File: src/rtl/fetch_unit.sv
// Instruction-fetch stage: issues sequential word fetches, tags each request
// with its PC, buffers responses in an in-order FIFO for decode, and flushes
// both the buffer and in-flight responses when the branch unit redirects.
module fetch_unit #(
    parameter int              XLEN       = 32,
    parameter logic [XLEN-1:0] RESET_PC   = '0,
    parameter int              FIFO_DEPTH = 4
) (
    input  logic            i_clk,
    input  logic            i_rst_n,
    input  logic            i_branch_taken,
    input  logic [XLEN-1:0] i_pc_branch,
    output logic            o_imem_req,
    output logic [XLEN-1:0] o_imem_addr,
    input  logic            i_imem_gnt,
    input  logic            i_imem_rvalid,
    input  logic [31:0]     i_imem_rdata,
    output logic            o_if_valid,
    output logic [XLEN-1:0] o_if_pc,
    output logic [31:0]     o_if_instr,
    input  logic            i_id_ready
);

    localparam int PW = (FIFO_DEPTH > 1) ? $clog2(FIFO_DEPTH) : 1;
    localparam int CW = PW + 1;

    logic [XLEN-1:0] fetch_pc_q, fetch_pc_d;
    logic [CW-1:0]   fifo_cnt_q, fifo_cnt_d;
    logic [CW-1:0]   outstanding_q, outstanding_d;
    logic [CW-1:0]   discard_q, discard_d;
    logic [PW-1:0]   fifo_rd_q, fifo_rd_d;
    logic [PW-1:0]   fifo_wr_q, fifo_wr_d;
    logic [PW-1:0]   tag_rd_q, tag_rd_d;
    logic [PW-1:0]   tag_wr_q, tag_wr_d;
    logic            started_q;

    logic [XLEN-1:0] fifo_pc_q    [FIFO_DEPTH];
    logic [31:0]     fifo_instr_q [FIFO_DEPTH];
    logic [XLEN-1:0] tag_pc_q     [FIFO_DEPTH];

    logic [CW:0]     credit_used;
    logic            req;
    logic            grant_acc;
    logic            resp_ok;
    logic            resp_drop;
    logic            resp_keep;
    logic            pop;

    // The low target bits are dropped on purpose: misaligned targets trap elsewhere.
    logic unused_pc_low;
    assign unused_pc_low = ^i_pc_branch[1:0];

    // Credit check, handshake decode and next-state for all control counters.
    always_comb begin
        credit_used = {1'b0, fifo_cnt_q} + {1'b0, outstanding_q};
        // Buffered plus in-flight never exceeds the buffer, so every response has a slot.
        req         = started_q && !i_branch_taken &&
                      (credit_used < (CW+1)'(FIFO_DEPTH));
        grant_acc   = req && i_imem_gnt;
        // A response with nothing outstanding is a protocol error and is ignored.
        resp_ok     = i_imem_rvalid && (outstanding_q != '0);
        resp_drop   = resp_ok && (discard_q != '0);
        resp_keep   = resp_ok && (discard_q == '0) && !i_branch_taken;
        pop         = (fifo_cnt_q != '0) && i_id_ready;

        fetch_pc_d    = fetch_pc_q;
        fifo_cnt_d    = fifo_cnt_q;
        outstanding_d = outstanding_q;
        discard_d     = discard_q;
        fifo_rd_d     = fifo_rd_q;
        fifo_wr_d     = fifo_wr_q;
        tag_rd_d      = tag_rd_q;
        tag_wr_d      = tag_wr_q;

        if (i_branch_taken) begin
            fetch_pc_d    = {i_pc_branch[XLEN-1:2], 2'b00};
            fifo_cnt_d    = '0;
            fifo_rd_d     = '0;
            fifo_wr_d     = '0;
            tag_rd_d      = '0;
            tag_wr_d      = '0;
            // Every response still in flight belongs to a dead path.
            outstanding_d = outstanding_q - CW'(resp_ok);
            discard_d     = outstanding_q - CW'(resp_ok);
        end else begin
            if (grant_acc) begin
                fetch_pc_d = fetch_pc_q + XLEN'(4);
                tag_wr_d   = tag_wr_q + PW'(1);
            end
            // Discarded responses never had a tag, so only kept ones pop the queue.
            if (resp_keep) begin
                tag_rd_d  = tag_rd_q + PW'(1);
                fifo_wr_d = fifo_wr_q + PW'(1);
            end
            if (pop) begin
                fifo_rd_d = fifo_rd_q + PW'(1);
            end
            fifo_cnt_d    = fifo_cnt_q + CW'(resp_keep) - CW'(pop);
            outstanding_d = outstanding_q + CW'(grant_acc) - CW'(resp_ok);
            discard_d     = discard_q - CW'(resp_drop);
        end
    end

    // Control state with asynchronous reset.
    always_ff @(posedge i_clk or negedge i_rst_n) begin
        if (!i_rst_n) begin
            fetch_pc_q    <= RESET_PC;
            fifo_cnt_q    <= '0;
            outstanding_q <= '0;
            discard_q     <= '0;
            fifo_rd_q     <= '0;
            fifo_wr_q     <= '0;
            tag_rd_q      <= '0;
            tag_wr_q      <= '0;
            started_q     <= 1'b0;
        end else begin
            fetch_pc_q    <= fetch_pc_d;
            fifo_cnt_q    <= fifo_cnt_d;
            outstanding_q <= outstanding_d;
            discard_q     <= discard_d;
            fifo_rd_q     <= fifo_rd_d;
            fifo_wr_q     <= fifo_wr_d;
            tag_rd_q      <= tag_rd_d;
            tag_wr_q      <= tag_wr_d;
            started_q     <= 1'b1;
        end
    end

    // Tag and instruction storage; contents are only meaningful under the counters.
    always_ff @(posedge i_clk) begin
        if (grant_acc) begin
            tag_pc_q[tag_wr_q] <= fetch_pc_q;
        end
        if (resp_keep) begin
            fifo_pc_q[fifo_wr_q]    <= tag_pc_q[tag_rd_q];
            fifo_instr_q[fifo_wr_q] <= i_imem_rdata;
        end
    end

    assign o_imem_req  = req;
    assign o_imem_addr = fetch_pc_q;
    assign o_if_valid  = (fifo_cnt_q != '0);
    assign o_if_pc     = o_if_valid ? fifo_pc_q[fifo_rd_q]    : '0;
    assign o_if_instr  = o_if_valid ? fifo_instr_q[fifo_rd_q] : '0;

`ifndef SYNTHESIS
    rvalid_needs_outstanding: assert property (
        @(posedge i_clk) disable iff (!i_rst_n)
        i_imem_rvalid |-> (outstanding_q != '0)
    );
`endif

endmodule

File: config.mk
export PLATFORM = sky130hd
export DESIGN_NAME = fetch_unit
export DESIGN_NICKNAME = d
export VERILOG_FILES = /design/src/rtl/fetch_unit.sv
export SDC_FILE = /design/constraint.sdc
export NUM_CORES = 1
export LEC_CHECK = 0
export CELL_PAD_IN_SITES_DETAIL_PLACEMENT = 1
export CELL_PAD_IN_SITES_GLOBAL_PLACEMENT = 2
export CORE_MARGIN = 4
export CORE_UTILIZATION = 39
export CTS_CLUSTER_DIAMETER = 50
export DETAILED_ROUTE_END_ITERATION = 12
export PLACE_DENSITY = 0.72
export SLEW_MARGIN = 20
export SYNTH_ARGS = -nofsm -noshare
export SYNTH_HDL_FRONTEND = slang
export SYNTH_SLANG_ARGS = --single-unit
File: constraint.sdc
create_clock -name i_clk -period 3.6 [get_ports i_clk]
set_input_delay 0.9 -clock i_clk [delete_from_list [all_inputs] [get_ports i_clk]]
set_output_delay 0.9 -clock i_clk [all_outputs]
set_load 0.02 [all_outputs]
==> results of run 1 <==
power by group:
part           switching, W  internal (W)  leakage [nW]
sequential         0.000260       0.00558          3.91
clock               0.00184       0.00306         0.786
combinational       0.00176       0.00182          2.24
area by class of cell:
type,count,area [sq um]
clock buffers,60,1310
multi-input cells,396,4080
well taps,539,674
flip-flops and latches,416,12300
repair buffers,208,2210
clock inverters,22,295
inverters,17,63.8
fillers,3898,21100
through the flow:
step | total power, W | instances
after CTS | 0.0146 | 1658
final | 0.0143 | 1658
after floorplan | 0.00791 | 874
after global placement | 0.00947 | 1572
after detailed placement | 0.00953 | 1572
after global routing | 0.0150 | 1658
repair_timing:
item                       CTS  global route
setup endpoints to repair   41             2
resized for setup            1             2
setup buffers                4             0
kinds of logic (layout without fill, tap and decap cells):
kind of cell / after synthesis / after routing
DFF: 416 / 416
xor gates and xnor gates: 11 / 11
buffers and inverters: 62 / 307
other: 2 / 5
and+or+nand+nor: 200 / 200
AOI/OAI and AO/OA: 63 / 63
adders and majority gates: 21 / 21
muxes: 96 / 96
placed cells by master, fill, tap and decap left out, types with 5 or more instances in the layout:
| cell | count |
|---|---|
| sky130_fd_sc_hd__a221o_1 | 7 |
| sky130_fd_sc_hd__and2_1 | 69 |
| sky130_fd_sc_hd__and3_1 | 7 |
| sky130_fd_sc_hd__buf_12 | 20 |
| sky130_fd_sc_hd__buf_4 | 26 |
| sky130_fd_sc_hd__bufinv_16 | 7 |
| sky130_fd_sc_hd__clkbuf_1 | 7 |
| sky130_fd_sc_hd__clkbuf_16 | 49 |
| sky130_fd_sc_hd__clkdlybuf4s50_1 | 157 |
| sky130_fd_sc_hd__clkinv_1 | 5 |
| sky130_fd_sc_hd__clkinv_2 | 6 |
| sky130_fd_sc_hd__conb_1 | 5 |
| sky130_fd_sc_hd__dfrtp_1 | 44 |
| sky130_fd_sc_hd__edfxtp_1 | 368 |
| sky130_fd_sc_hd__ha_1 | 19 |
| sky130_fd_sc_hd__inv_1 | 16 |
| sky130_fd_sc_hd__mux4_2 | 92 |
| sky130_fd_sc_hd__nand2_1 | 42 |
| sky130_fd_sc_hd__nand3_1 | 18 |
| sky130_fd_sc_hd__nand4_1 | 11 |
| sky130_fd_sc_hd__nor2_1 | 20 |
| sky130_fd_sc_hd__nor3_1 | 8 |
| sky130_fd_sc_hd__o211ai_1 | 5 |
| sky130_fd_sc_hd__o21ai_0 | 19 |
| sky130_fd_sc_hd__o311ai_0 | 18 |
| sky130_fd_sc_hd__xor2_1 | 7 |
state kept, by name (all words and copies together), names as in the netlist, 3 cells and up:
name / flops
fifo_instr_q: 128
discard_q: 3
outstanding_q: 3
fifo_pc_q: 120
tag_pc_q: 120
o_imem_addr: 30
fifo_cnt_q: 3
worst min-delay path by stage:
stage	from	to	slack (ns)	cells after the start
floorplan	outstanding_q[2]$_DFF_PN0_	outstanding_q[2]$_DFF_PN0_	0.50	1
global placement	outstanding_q[2]$_DFF_PN0_	outstanding_q[2]$_DFF_PN0_	0.56	1
detailed placement	outstanding_q[2]$_DFF_PN0_	outstanding_q[2]$_DFF_PN0_	0.56	1
CTS	i_rst_n	o_imem_addr[20]$_DFFE_PN0N_	0.41	1
global route	i_rst_n	o_imem_addr[20]$_DFFE_PN0N_	0.44	1
finish	i_rst_n	o_imem_addr[17]$_DFFE_PN0N_	0.40	1
metal layers:
layer / global-route usage [%] / vias to the layer above / part of all wire [%] / wire [microns]
met5: 0 / - / 0 / 0
met4: 4.11 / 0 / 1.5 / 589
met3: 3.00 / 39 / 3.9 / 1510
met2: 28.3 / 203 / 50 / 19100
met1: 23.1 / 4676 / 45 / 17200
li1: - / 3923 / - / -
==> flow_metrics.py, run 1 <==
metrics = {
    "run_status": {
        "outcome": "complete, no violations",
    },
    "synthesis": {
        "postSynthRegisterBits": 416,
        "synthMuxAreaShare_pct": 12.7,
        "ys_seq_area_share_pct": 73.9,
        "yosysTopAreaCellShare_pct": 66.7,
        "post-synth-top-count-cell": "sky130_fd_sc_hd__edfxtp_1",
        "synth_cells": 871,
        "yosys-top-cells-count": "sky130_fd_sc_hd__edfxtp_1, sky130_fd_sc_hd__mux4_2, sky130_fd_sc_hd__and2_1, sky130_fd_sc_hd__dfrtp_1, sky130_fd_sc_hd__nand2_1",
        "synth_compound_gate_area_share_pct": 2.81,
        "ys_warns": 0,
        "syn_area_per_cell_sq_um": 19.0,
        "number_of_synthesized_flops_with_an_enable_pin": 368,
        "synth_async_sr_flop_share_pct": 11.5,
        "syn_area_sq_mm": 0.0166,
        "main_combinational_cell_family_by_area_after_synthesis": "multiplexers",
        "yosysTopAreaCell": "sky130_fd_sc_hd__edfxtp_1",
        "synthDistinctLibCells": 46,
        "synth_simple_gate_area_share_pct": 6.60,
        "xor_xnor_share_of_the_synthesized_area_pct": 0.581,
        "post_synth_fa_ha_maj_area_fraction_pct": 1.68,
        "netlist_top_cells_area": "sky130_fd_sc_hd__edfxtp_1, sky130_fd_sc_hd__mux4_2, sky130_fd_sc_hd__dfrtp_1",
        "synth_ff_type": "sky130_fd_sc_hd__edfxtp_1",
    },
    "setup_path": {
        "slowest_stage": "sky130_fd_sc_hd__clkdlybuf4s50_1",
        "cp_slowest_stage_delay_ns": 0.58,
        "reg2reg_depth": 10,
        "timing.setup.critical_path_class": "register to output port",
        "ff2ff_setup_slack_ns": 0.79,
        "crit_path_cell_trace": "buf_12, buf_4, mux4_2, and2_1, clkdlybuf4s50_1",
        "cp_num_cells": 5,
        "worstSetupStartpointType": "register",
        "worst_setup_path_endpoint": "o_if_pc[31]",
        "critPathLaunch": "fifo_rd_q[0]$_DFFE_PN0P_",
        "r2r_end": "fifo_cnt_q[2]$_DFF_PN0_",
        "path_delay_family": "buffers and inverters",
        "critPathMaxFanout": 10,
        "worstReg2RegStart": "fifo_cnt_q[1]$_DFF_PN0_",
        "cp_num_buf_inv": 3,
        "worstSetupEndpointType": "output port",
        "crit_required_ns": 2.70,
        "critical_path_arrival_ns": 2.60,
    },
    "detailed_routing": {
        "route.detailed.vias_per_inst": 5.33,
        "drt_first_pass_iters": 6,
        "routed_wire_length_per_instance_microns": 23.2,
        "drt_first_iter_violations": 535,
        "post-route-drc-count": 0,
        "antenna_left": 0,
        "detailed_route_via_count": 8841,
        "postRouteWirelength_microns": 38400,
    },
    "sta": {
        "hold_viol_final": 0,
        "setup-tns-final_ns": 0,
        "period_share_pct": 97.1,
        "finalClockSkew_ns": 0.0194,
        "hold_ws_ns": 0.401,
        "max_slew.worst_pin.slew_ns": 0.832,
        "fmax_ghz": 0.286,
        "setup_ws_final_ns": 0.104,
        "grt_setup_unrepaired": "false",
        "slew-limit-headroom_pct": 44.5,
        "slew_violations": 0,
        "final_period_minus_worst_setup_slack_ns": 3.50,
        "finalSetupViolations": 0,
    },
    "placement": {
        "detailed_place.area_sq_mm": 0.0192,
        "post-dp-hpwl_microns": 25200,
        "dp_slack_ns": 0.462,
        "placer_congestion_estimate": 0.769,
        "port_buffers": 161,
    },
    "grt": {
        "overflow": 0,
        "antenna_found_initial": 0,
        "globalRouteTotalUtil_pct": 16.8,
        "grt_pass1_vias": 9620,
        "grt_first_pass_wirelength_microns": 59500,
        "grt_start_max_net_pins": 65,
    },
    "run": {
        "maxCapViolCount": 0,
    },
    "cts": {
        "cts-buffers-inserted": 47,
        "cts_sinks": 416,
        "clock-root-buffer": "sky130_fd_sc_hd__clkbuf_16",
        "cts.path.max_buffers": 3,
        "worstSkewPairLatency_ns": 0.56,
        "ctsHtreeMaxLevel": 2,
        "tritoncts": "done",
        "holdBufCountCts": 0,
        "clk_pin_slew_worst_paths_ns": 0.06,
    },
    "floorplanning": {
        "floorplan.core_area_sq_mm": 0.0419,
        "die_x_microns": 214,
        "dieArea_sq_mm": 0.0459,
        "start_util_pct": 39.5,
        "pin_count": 168,
        "chipHeight_microns": 214,
        "num_rows": 75,
    },
    "worst_hold_path": {
        "timing.hold.worst.class": "primary input to asynchronous set/reset pin",
    },
    "layout": {
        "finish.utilization_pct": 49.8,
        "finalInstanceArea_sq_mm": 0.0209,
        "antenna-diode-count": 0,
        "design.final.nets": 1177,
        "drive_above_1_share_pct": 20.4,
        "synthToLayoutAreaGrowth_pct": 26.0,
    },
    "power_and_ir_drop": {
        "p_per_area_mw_per_mm2": 686,
        "peakVddDrop_uv": 305,
        "leakage_nw": 6.93,
    },
}
No activity file was read; power rests on OpenSTA's default activity.
==> run 2, diff against run 1 <==
--- a/config.mk
+++ b/config.mk
@@ -11,6 +11,7 @@
 export CORE_UTILIZATION = 39
 export CTS_CLUSTER_DIAMETER = 50
 export DETAILED_ROUTE_END_ITERATION = 12
+export GPL_TIMING_DRIVEN = 1
 export PLACE_DENSITY = 0.72
 export SLEW_MARGIN = 20
 export SYNTH_ARGS = -nofsm -noshare
==> results of run 2 <==
No change in the layout: final DEF, timing and power equal those of run 1.
==> run 3, diff against run 2 <==
--- a/config.mk
+++ b/config.mk
@@ -10,6 +10,7 @@
 export CORE_MARGIN = 4
 export CORE_UTILIZATION = 39
 export CTS_CLUSTER_DIAMETER = 50
+export CTS_CLUSTER_SIZE = 25
 export DETAILED_ROUTE_END_ITERATION = 12
 export GPL_TIMING_DRIVEN = 1
 export PLACE_DENSITY = 0.72
==> run 3 against run 2 <==
Flip-flop and latch count stayed put. Die area stayed put. Setup slack better by 0.022 ns. Worst hold slack better by 0.026 ns. Non-clock buffer count is 1 lower. Utilization is 0.48 points lower. Count of clock-buffer cells in the layout is 12 lower. Clock skew is 0.0094 ns higher. Critical path type unchanged. Via count is 1.2% lower. Routed wire length is 0.29% lower.
==> flow_metrics.py, run 3 (synthesis results as in run 1) <==
metrics = {
    "floorplanning": {
        "num_rows": 75,
        "die_x_microns": 214,
        "dieArea_sq_mm": 0.0459,
        "pin_count": 168,
        "start_util_pct": 39.5,
        "floorplan.core_area_sq_mm": 0.0419,
        "chipHeight_microns": 214,
    },
    "grt": {
        "overflow": 0,
        "grt_start_max_net_pins": 65,
        "grt_first_pass_wirelength_microns": 59700,
        "grt_pass1_vias": 9610,
        "antenna_found_initial": 0,
        "globalRouteTotalUtil_pct": 16.7,
    },
    "sta": {
        "hold_ws_ns": 0.427,
        "period_share_pct": 96.5,
        "max_slew.worst_pin.slew_ns": 0.830,
        "hold_viol_final": 0,
        "slew_violations": 0,
        "fmax_ghz": 0.288,
        "finalClockSkew_ns": 0.0288,
        "grt_setup_unrepaired": "false",
        "slew-limit-headroom_pct": 44.6,
        "final_period_minus_worst_setup_slack_ns": 3.47,
        "setup-tns-final_ns": 0,
        "finalSetupViolations": 0,
    },
    "detailed_routing": {
        "antenna_left": 0,
        "detailed_route_via_count": 8738,
        "drt_first_iter_violations": 553,
        "route.detailed.vias_per_inst": 5.30,
        "routed_wire_length_per_instance_microns": 23.2,
        "post-route-drc-count": 0,
        "drt_first_pass_iters": 5,
        "postRouteWirelength_microns": 38300,
    },
    "cts": {
        "cts_sinks": 416,
        "clk_pin_slew_worst_paths_ns": 0.08,
        "cts-buffers-inserted": 41,
        "tritoncts": "done",
        "ctsHtreeMaxLevel": 2,
        "cts.path.max_buffers": 3,
        "clock-root-buffer": "sky130_fd_sc_hd__clkbuf_16",
        "worstSkewPairLatency_ns": 0.55,
        "holdBufCountCts": 0,
    },
    "power_and_ir_drop": {
        "share_clk_of_total_power_pct": 31.8,
        "power.share.sequential_pct": 42.3,
        "cellInternalPower_w": 0.00986,
        "p_per_area_mw_per_mm2": 667,
        "peakVddDrop_uv": 329,
        "netSwitchingFraction_pct": 28.5,
        "leakage_nw": 6.85,
        "combinationalPowerShare_pct": 25.9,
        "power_w": 0.0138,
        "p_sw_w": 0.00394,
    },
    "worst_hold_path": {
        "timing.hold.worst.class": "primary input to asynchronous set/reset pin",
    },
    "placement": {
        "placer_congestion_estimate": 0.769,
        "detailed_place.area_sq_mm": 0.0192,
        "port_buffers": 161,
        "post-dp-hpwl_microns": 25200,
    },
    "layout": {
        "largest_register_ffs": 128,
        "antenna-diode-count": 0,
        "drive_above_1_share_pct": 20.2,
        "top_register": "fifo_instr_q",
        "synthToLayoutAreaGrowth_pct": 24.8,
        "final_common_cell": "sky130_fd_sc_hd__edfxtp_1",
        "finish.utilization_pct": 49.3,
        "final_cell_mix": "sky130_fd_sc_hd__edfxtp_1, sky130_fd_sc_hd__clkdlybuf4s50_1, sky130_fd_sc_hd__mux4_2, sky130_fd_sc_hd__and2_1, sky130_fd_sc_hd__dfrtp_1",
        "finalInstanceArea_sq_mm": 0.0207,
        "design.final.nets": 1170,
        "nFillCells": 3916,
        "reg_top3": "fifo_instr_q: 128 flops, fifo_pc_q: 120 flops, tag_pc_q: 120 flops",
    },
    "setup_path": {
        "reg2reg_depth": 10,
        "timing.setup.critical_path_class": "register to output port",
        "worstSetupEndpointType": "output port",
        "cp_slowest_stage_delay_ns": 0.56,
        "critPathMaxFanout": 64,
        "crit_required_ns": 2.70,
        "critical_path_arrival_ns": 2.57,
        "slowest_stage": "sky130_fd_sc_hd__clkdlybuf4s50_1",
        "crit_path_cell_trace": "or3_2, buf_6, and2_1, clkdlybuf4s50_1",
        "worstSetupStartpointType": "register",
    },
    "run": {
        "maxCapViolCount": 0,
    },
    "run_status": {
        "outcome": "complete, no violations",
    },
}
[run 3: cell type report]
class	instances	area, sq um	area share, %
Sequential cell	416	12300	59.3
Multi-Input combinational cell	396	4080	19.7
Timing Repair Buffer	207	2210	10.7
Clock buffer	48	1090	5.29
Tap cell	539	674	3.26
Clock inverter	25	309	1.49
Inverter	17	63.8	0.308
[run 3: path summary, 6_finish.rpt]
kind	from	to	slack [ns]
min reg2reg	outstanding_q[2]$_DFF_PN0_	outstanding_q[2]$_DFF_PN0_	0.56
max in group asynchronous	i_rst_n	o_imem_addr[3]$_DFFE_PN0N_	2.55
max	fifo_cnt_q[1]$_DFF_PN0_	o_if_instr[27]	0.13
min	i_rst_n	o_imem_addr[22]$_DFFE_PN0N_	0.43
max reg2reg	fifo_cnt_q[1]$_DFF_PN0_	fifo_cnt_q[2]$_DFF_PN0_	0.77
min in group i_clk	outstanding_q[2]$_DFF_PN0_	outstanding_q[2]$_DFF_PN0_	0.56
[run 3: critical path, delay by kind of cell, from the launching register on]
family | cells | cell delay, ns
buf+inv | 2 | 0.82
simple gates | 2 | 0.72
flops | 1 | 0.44
[run 3: power groups by stage]
stage	registers (W)	logic (W)	clock network, W
finish	0.00584	0.00357	0.00439
global route	0.00588	0.00387	0.00473
CTS	0.00584	0.00367	0.00452
detailed placement	0.00599	0.00354	0
global placement	0.00597	0.00350	0
floorplan	0.00586	0.00206	0
[run 3: through the flow]
stage	cells	worst slack, ns
global route	1648	0.00122
finish	1648	0.126
floorplan	874	0.245
detailed placement	1572	0.462
CTS	1648	0.0486
global placement	1572	0.448
[run 3: layer usage]
layer,vias to the layer above,track usage [%],part of all wire (%)
met1,4581,23.3,45
met5,-,0,0
met3,46,2.71,3.8
met2,204,28.2,50
met4,0,3.70,1.7
li1,3907,-,-
[run 3: timing repair]
action | CTS | global route
endpoints found under the setup margin | 39 | 4
gates resized for setup | 1 | 4
buffers inserted | 3 | 0
